===== src/rtl/sevenseg_pkg.sv =====
// Shared constants for the multiplexed seven-segment driver.
package sevenseg_pkg;

  localparam int unsigned SEG_W = 7;

  localparam logic [SEG_W-1:0] SEG_OFF = 7'h7F;

  // Active-high {a,b,c,d,e,f,g} glyphs, indexed by hex nibble
  localparam logic [SEG_W-1:0] GLYPH_HI [16] = '{
    7'h7E, 7'h30, 7'h6D, 7'h79, 7'h33, 7'h5B, 7'h5F, 7'h70,
    7'h7F, 7'h7B, 7'h77, 7'h1F, 7'h4E, 7'h3D, 7'h4F, 7'h47
  };

endpackage


===== src/rtl/sevenseg_glyph.sv =====
// Nibble to active-low segment pattern lookup (purely combinational).
module sevenseg_glyph
  import sevenseg_pkg::*;
(
  input  logic [3:0]       nibble,
  output logic [SEG_W-1:0] seg_n_c
);

  always_comb begin
    seg_n_c = ~GLYPH_HI[nibble];
  end

endmodule


===== src/rtl/sevenseg_mux.sv =====
// Time-multiplexed seven-segment scanner with frame-synchronous buffer updates,
// anti-ghost blanking and optional leading-zero suppression.
module sevenseg_mux
  import sevenseg_pkg::*;
#(
  parameter int unsigned NUM_DIGITS   = 4,
  parameter int unsigned REFRESH_DIV  = 100000,
  parameter int unsigned BLANK_CYCLES = 1000,
  parameter bit          LZ_BLANK     = 1'b0
) (
  input  logic                    clk,
  input  logic                    rst,
  input  logic [4*NUM_DIGITS-1:0] value,
  input  logic [NUM_DIGITS-1:0]   dp_in,
  input  logic                    load,
  input  logic                    blank,
  output logic [SEG_W-1:0]        seg_n,
  output logic                    dp_n,
  output logic [NUM_DIGITS-1:0]   an_n,
  output logic                    update_pending
);

  localparam int unsigned CNT_W = $clog2(REFRESH_DIV);
  localparam int unsigned IDX_W = (NUM_DIGITS > 1) ? $clog2(NUM_DIGITS) : 1;
  localparam logic [CNT_W-1:0] CNT_LAST  = CNT_W'(REFRESH_DIV - 1);
  localparam logic [CNT_W-1:0] CNT_BLANK = CNT_W'(BLANK_CYCLES);
  localparam logic [IDX_W-1:0] IDX_LAST  = IDX_W'(NUM_DIGITS - 1);

  logic [CNT_W-1:0]                cnt;
  logic [IDX_W-1:0]                idx;
  logic [NUM_DIGITS-1:0][3:0]      shadow_val;
  logic [NUM_DIGITS-1:0][3:0]      disp_val;
  logic [NUM_DIGITS-1:0]           shadow_dp;
  logic [NUM_DIGITS-1:0]           disp_dp;

  logic                            slot_end_c;
  logic                            frame_end_c;
  logic                            zero_run_c;
  logic [NUM_DIGITS-1:0]           lz_mask_c;
  logic [3:0]                      nibble_c;
  logic [SEG_W-1:0]                glyph_n_c;
  logic [SEG_W-1:0]                seg_c;
  logic                            dp_c;
  logic [NUM_DIGITS-1:0]           an_c;

  assign slot_end_c  = (cnt == CNT_LAST);
  assign frame_end_c = slot_end_c && (idx == IDX_LAST);
  assign nibble_c    = disp_val[idx];

  // A digit is dark when it and every digit above it are zero; digit 0 always shows
  always_comb begin
    zero_run_c = 1'b1;
    lz_mask_c  = '0;
    for (int i = int'(NUM_DIGITS) - 1; i > 0; i--) begin
      zero_run_c   = zero_run_c && (disp_val[i] == 4'h0);
      lz_mask_c[i] = LZ_BLANK && zero_run_c;
    end
  end

  sevenseg_glyph u_glyph (
    .nibble  (nibble_c),
    .seg_n_c (glyph_n_c)
  );

  always_comb begin
    seg_c = glyph_n_c;
    dp_c  = ~disp_dp[idx];
    an_c  = '1;
    if (cnt >= CNT_BLANK) begin
      an_c[idx] = 1'b0;
    end
    if (lz_mask_c[idx]) begin
      seg_c = SEG_OFF;
    end
    if (blank) begin
      seg_c = SEG_OFF;
      dp_c  = 1'b1;
    end
  end

  always_ff @(posedge clk) begin
    if (rst) begin
      cnt            <= '0;
      idx            <= '0;
      shadow_val     <= '0;
      shadow_dp      <= '0;
      disp_val       <= '0;
      disp_dp        <= '0;
      update_pending <= 1'b0;
      seg_n          <= SEG_OFF;
      dp_n           <= 1'b1;
      an_n           <= '1;
    end else begin
      cnt <= slot_end_c ? '0 : cnt + CNT_W'(1);
      if (slot_end_c) begin
        idx <= (idx == IDX_LAST) ? '0 : idx + IDX_W'(1);
      end
      if (load) begin
        shadow_val <= value;
        shadow_dp  <= dp_in;
      end
      // A load landing on the frame boundary bypasses the shadow wait
      if (load && frame_end_c) begin
        disp_val       <= value;
        disp_dp        <= dp_in;
        update_pending <= 1'b0;
      end else if (load) begin
        update_pending <= 1'b1;
      end else if (frame_end_c && update_pending) begin
        disp_val       <= shadow_val;
        disp_dp        <= shadow_dp;
        update_pending <= 1'b0;
      end
      seg_n <= seg_c;
      dp_n  <= dp_c;
      an_n  <= an_c;
    end
  end

endmodule


===== config.mk =====
export PLATFORM = sky130hd
export DESIGN_NAME = sevenseg_mux
export DESIGN_NICKNAME = d
export VERILOG_FILES = /design/src/rtl/sevenseg_pkg.sv /design/src/rtl/sevenseg_glyph.sv /design/src/rtl/sevenseg_mux.sv
export SDC_FILE = /design/constraint.sdc
export NUM_CORES = 1
export LEC_CHECK = 0
export ABC_CLOCK_PERIOD_IN_PS = 2500
export CAP_MARGIN = 20
export CORE_MARGIN = 3
export CORE_UTILIZATION = 40
export DETAILED_ROUTE_END_ITERATION = 12
export PLACE_DENSITY = 0.62
export SYNTH_ARGS = -nofsm -noshare
export SYNTH_HDL_FRONTEND = slang
export SYNTH_SLANG_ARGS = --single-unit

===== constraint.sdc =====
create_clock -name clk -period 2.5 [get_ports clk]
set_clock_uncertainty 0.05 [all_clocks]
set_input_delay 0.625 -clock clk [delete_from_list [all_inputs] [get_ports clk]]
set_output_delay 0.625 -clock clk [all_outputs]
set_load 0.1 [all_outputs]

# Yosys cells after proc, flatten, opt, wreduce, memory -nomap -nowiden
# Memories as Yosys holds them, arrays and structs flattened.
# Index checks and enable logic that the tools add are counted.
[word_totals]
reg_bits = 72
romBits = 112
inputBits = 24
elab_cells = 62
memories = 1
[classes]
add_sub_neg = 2
magnitude_cmp = 4
n_eq_ne = 3
mux = 19
bitwise_logic = 5
n_reduce_logical = 12
[mem_list]
columns = ["memory", "depth", "width", "read_ports", "rd_ports_with_merged_regs", "wr", "line_no", "rtl"]
rows = [
  ["(name not given)", 16, 7, 1, 0, 0, "sevenseg_glyph.sv:10", "seg_n_c = ~GLYPH_HI[nibble];"],
]
[ops]
columns = ["op", "count"]
rows = [
  ["$mux W16", 3],
  ["$add A17 B1 Y17 const B", 1],
  ["$eq A17 B17 Y1 const B", 1],
  ["$ge A17 B10 Y1 const B", 1],
  ["$mux W4", 4],
  ["$mux W7", 2],
  ["$bmux W4 S2", 1],
  ["$reduce_or A2 Y1", 4],
  ["$not A7 Y7", 1],
  ["$ge A5 B5 Y1 const B", 1],
  ["$mux W1", 5],
  ["$not A4 Y5", 1],
  ["$bmux W1 S2", 2],
  ["$logic_and A1 B1 Y1", 4],
  ["$not A4 Y4", 1],
  ["$reduce_bool A2 Y1", 2],
  ["$lt A2 B3 Y1 const B", 1],
  ["$reduce_or A3 Y1", 1],
  ["$add A2 B1 Y2 const B", 1],
  ["$demux W1 S2", 1],
  ["$eq A2 B2 Y1 const B", 1],
  ["$ge A2 B1 Y1 const B", 1],
  ["$mux W2", 1],
  ["$ne A2 B1 Y1 const B", 1],
  ["2 further kinds", 3],
]

# Logic depth before layout (Yosys ltp)
[depth]
ltp_word = 7
depth_mapped = 7

# Modules after synthesis
# A second synthesis with hierarchy kept.
[unflattened]
cells_unflattened = 316
area_unflattened_um2 = 3214.3
[modules_own_cells]
columns = ["module", "n_inst", "cells_each", "area_each_um2", "seq_area_each_um2"]
rows = [
  ["sevenseg_mux", 1, 285, 2961.6, 1441.4],
  ["sevenseg_glyph", 1, 31, 252.7, 0.0],
]

# Least setup slack after synthesis
# Ideal clock, no wire load.
[synth_timing]
kind = "register to register"
start = "register update_pending"
end = "register disp_val[0] (netlist bit)"
setup_ps = 121
arrival_time_ps = 2099
required_ps = 2329
setup_slack_ps = 229
stages_incl_launch_ff = 6
period_less_slack_ps = 2271
path_cell_list = "dfxtp_1 o21ai_0 or2_1 buf_6 buf_6 mux2_4"
[synth_between]
elab_chain_cells = 3
[synth_lines]
columns = ["element", "line_no", "rtl"]
rows = [
  ["from (decl)", "sevenseg_mux.sv:20", "output logic update_pending"],
  ["from (signal assigned)", "sevenseg_mux.sv:89", "update_pending <= 1'b0;"],
  ["from (signal assigned)", "sevenseg_mux.sv:106", "update_pending <= 1'b0;"],
  ["from (signal assigned)", "sevenseg_mux.sv:108", "update_pending <= 1'b1;"],
  ["$logic_and A1 B1 Y1", "sevenseg_mux.sv:109", "end else if (frame_end_c && update_pending) begin"],
  ["$reduce_bool A2 Y1 (no line)", "--", ""],
  ["$reduce_and A2 Y1 (no line)", "--", ""],
  ["to (signal assigned)", "sevenseg_mux.sv:104", "disp_val <= value;"],
  ["to (signal assigned)", "sevenseg_mux.sv:110", "disp_val <= shadow_val;"],
  ["to (decl)", "sevenseg_mux.sv:32", "logic [NUM_DIGITS-1:0][3:0] disp_val;"],
]
# No other way between the ends.
# A chain may end at the register's enable or synchronous reset.

# Final worst setup path
[layout_timing]
start = "register idx[0]"
end = "register seg_n[3]"
[layout_between]
elab_chain_cells = 7
word_cells_on_any_way = 10
cone_classes = "mux (6); bitwise (2); reduce/logical (1); memory (1)"
[layout_lines]
columns = ["element", "line_no", "rtl"]
rows = [
  ["from (decl)", "sevenseg_mux.sv:30", "logic [IDX_W-1:0] idx;"],
  ["from (signal assigned)", "sevenseg_mux.sv:96", "idx <= (idx == IDX_LAST) ? '0 : idx + IDX_W'(1);"],
  ["$bmux W4 S2", "sevenseg_mux.sv:48", "assign nibble_c = disp_val[idx];"],
  ["$mux W4 (implied by the code)", "sevenseg_mux.sv:48", ""],
  ["$not A4 Y5 (implied by the code)", "sevenseg_glyph.sv:10", ""],
  ["$mem_v2 Z16 W7", "--", ""],
  ["$mux W7 (implied by the code) (2 in series)", "sevenseg_glyph.sv:10", ""],
  ["$not A7 Y7", "sevenseg_glyph.sv:10", ""],
  ["to (signal assigned)", "sevenseg_mux.sv:114", "seg_n <= seg_c;"],
  ["to (decl)", "sevenseg_mux.sv:17", "output logic [SEG_W-1:0] seg_n,"],
]
# Several ways; a longest one is shown, not always the timed one. The select of a mux whose other input is x is not followed.

==> impl_metrics.json <==
{
  "cp_slowest_cell": "mux4_2",
  "ios": 37,
  "worst_path_largest_cell_delay_ps": 610,
  "critPathCaptureType": "flop",
  "grt_max_degree": 51,
  "max_freq_mhz": 452,
  "grt_pass1_wl_um": 10100,
  "leakage_uw": 0.00156,
  "finalPower_uw": 2380,
  "synthesis.nets": 350,
  "grt.total_usage": 0.144,
  "yosys_warnings": 0,
  "top_usage_layer": "met2",
  "cts_resized": 0,
  "cts_max_level": 3,
  "hold_buffers": 0,
  "yosysSeqAreaShare": 0.452,
  "dp_hpwl_um": 4040,
  "period_needed_ps": 2210,
  "core_area_um2": 7490,
  "fillCellCount": 679,
  "cts_sinks": 72,
  "dieArea_um2": 9090,
  "synth_top_cell_by_area": "dfxtp_1",
  "port_buffers": 36,
  "vias_per_cell": 4.91,
  "crit_fanout": 5,
  "met1_usage": 0.189,
  "hold_viol": 0,
  "rows": 31,
  "stdcell_area_um2": 3850,
  "crit_chain": "mux4_2 -> inv_1 -> ha_1 -> inv_1 -> mux4_2 -> or2_1",
  "synth_top_area_frac": 0.452,
  "tritoncts.num_buffers": 9,
  "firstDrtPassIters": 4,
  "place_area_um2": 3630,
  "postRouteAntennaNets": 0,
  "fp.dieW_um": 95.3,
  "most-common-layout-cells": "72 x dfxtp_1, 38 x nor2_1, 23 x clkdlybuf4s50_1, 22 x mux2i_1, 21 x nor2b_1",
  "drive_gt1_frac": 0.177,
  "synthesis.area_um2": 3190,
  "layout_commonest_cell": "dfxtp_1",
  "worstMarginPinSlew_ps": 459,
  "drtIter0Drc": 68,
  "use_met3": 0.0347,
  "setup_viol": 0,
  "fin_crit_sh": 0.885,
  "setup_tns_ps": 0,
  "grt_overflow": 0,
  "cts_root_buf": "clkbuf_8",
  "synth-seq-cells": 72,
  "cts_tree": "built",
  "synth_edf_count": 0,
  "synth_cell_types": 37,
  "slew_headroom": 0.691,
  "n_antenna_cell": 0,
  "clk_latency_ps": 350,
  "wl_per_cell_um": 13.0,
  "hold_class": "flop to flop",
  "grtUsageMet2": 0.215,
  "slew_violations": 0,
  "outcome": "finished, final reports clean",
  "first_global_vias": 2175,
  "setup.worst_path.start_class": "flop",
  "syn2layout_area_growth_pct": 20.6,
  "drcViolationCount": 0,
  "netlist_instances": 314,
  "postCtsSetupRepairBufs": 0,
  "gp_congestion": 0.862,
  "clkTransAtPathRegs_ps": 80,
  "num_vias": 2235,
  "critPathKind": "flop to flop",
  "crit_arrival_ps": 2410,
  "clockBufferDepth": 2,
  "cp_data_required_time_ps": 2700,
  "grt_antenna_before_repair": 0,
  "ir_drop_mv": 0.381,
  "synthArstFlopShare": 0,
  "ys.flop_type": "dfxtp_1",
  "wl_um": 5900,
  "synth.avg_cell_area_um2": 10.2,
  "power.density_nw_per_um2": 619,
  "cap_violations": 0,
  "die_y_um": 95.3,
  "initial_core_util": 0.426,
  "synth.top_cells.by_area": "dfxtp_1 45%, mux2i_1 6.9%, ha_1 4.7%",
  "rsz0062_at_grt": "no",
  "final_nets": 387
}
==> sequential cells by signal, indices dropped and copies added, names as in the netlist <==
signal,cells
dp_n,1
disp_val,16
shadow_dp,4
seg_n,7
shadow_val,16
update_pending,1
an_n,4
cnt,17
idx,2
disp_dp,4
==> synthesized netlist by cell type (all sizes together), types with 4 or more instances <==
| cell type | n |
|---|---|
| nand3 | 7 |
| ha | 12 |
| nor2 | 38 |
| nand2 | 12 |
| a21oi | 7 |
| a22oi | 5 |
| buf | 11 |
| or3 | 6 |
| mux2i | 22 |
| nand4 | 6 |
| mux4 | 6 |
| nor2b | 21 |
| clkbuf | 7 |
| dfxtp | 72 |
| xor2 | 10 |
| mux2 | 17 |
| or2 | 4 |
| inv | 10 |
| o21ai | 17 |
==> metal layers <==
| metal | part of all wire | routed length [um] | vias to the layer above |
|---|---|---|---|
| met5 | 0 | 0 | - |
| met4 | 0.019 | 113 | 0 |
| met3 | 0.046 | 273 | 10 |
| met2 | 0.44 | 2570 | 48 |
| met1 | 0.50 | 2940 | 1025 |
| li1 | - | - | 1152 |
==> critical path: cells and delay by family, from the launching register on <==
family | cells | cell delay [ps]
fa+ha+maj | 1 | 160
flops | 1 | 450
buf+inv | 2 | 210
simple gates | 1 | 210
mux | 2 | 1040
==> power by group <==
part / total, uW / internal (uW) / switching, uW
registers: 1190 / 1180 / 12.0
clock network: 1010 / 583 / 428
logic: 182 / 75.2 / 106
==> metrics by stage <==
step / utilization / setup slack (ps) / instances / hold WS [ps]
3_3_place_gp: 0.485 / 164 / 439 / 384
5_1_grt: 0.514 / 186 / 455 / 459
4_1_cts: 0.514 / 277 / 455 / 416
6_report: 0.514 / 287 / 455 / 411
3_5_place_dp: 0.485 / 85.5 / 439 / 400
2_1_floorplan: - / 229 / 314 / 375
==> final cells by class <==
cell class	count	area [um^2]	share of cell area
timing repair buffer	44	413	0.107
clock inverter	6	82.6	0.0215
clock buffer	10	138	0.0358
inverter	10	37.5	0.00975
multi-input combinational	214	1610	0.419
tap	99	124	0.0322
sequential	72	1440	0.375
==> kinds of logic after synthesis <==
group                    Yosys count  synth area share
AO/OA/AOI/OAI                     37            0.0678
XOR/XNOR                          11            0.0302
adder cells (fa/ha/maj)           12            0.0470
buffers and inverters             28            0.0431
flip-flops                        72             0.452
multiplexers                      45             0.183
AND/OR/NAND/NOR                  109             0.177
==> worst paths after layout <==
| path | start | to | slack, ps | cells after the start |
|---|---|---|---|---|
| worst max-delay path | idx[0] | seg_n[3] | 290 | 6 |
| worst min register to register | cnt[0] | cnt[0] | 410 | 1 |
| worst min-delay path | cnt[0] | cnt[0] | 410 | 1 |
| worst max register to register | idx[0] | seg_n[3] | 290 | 6 |
No activity file was read; power rests on OpenSTA's default activity.
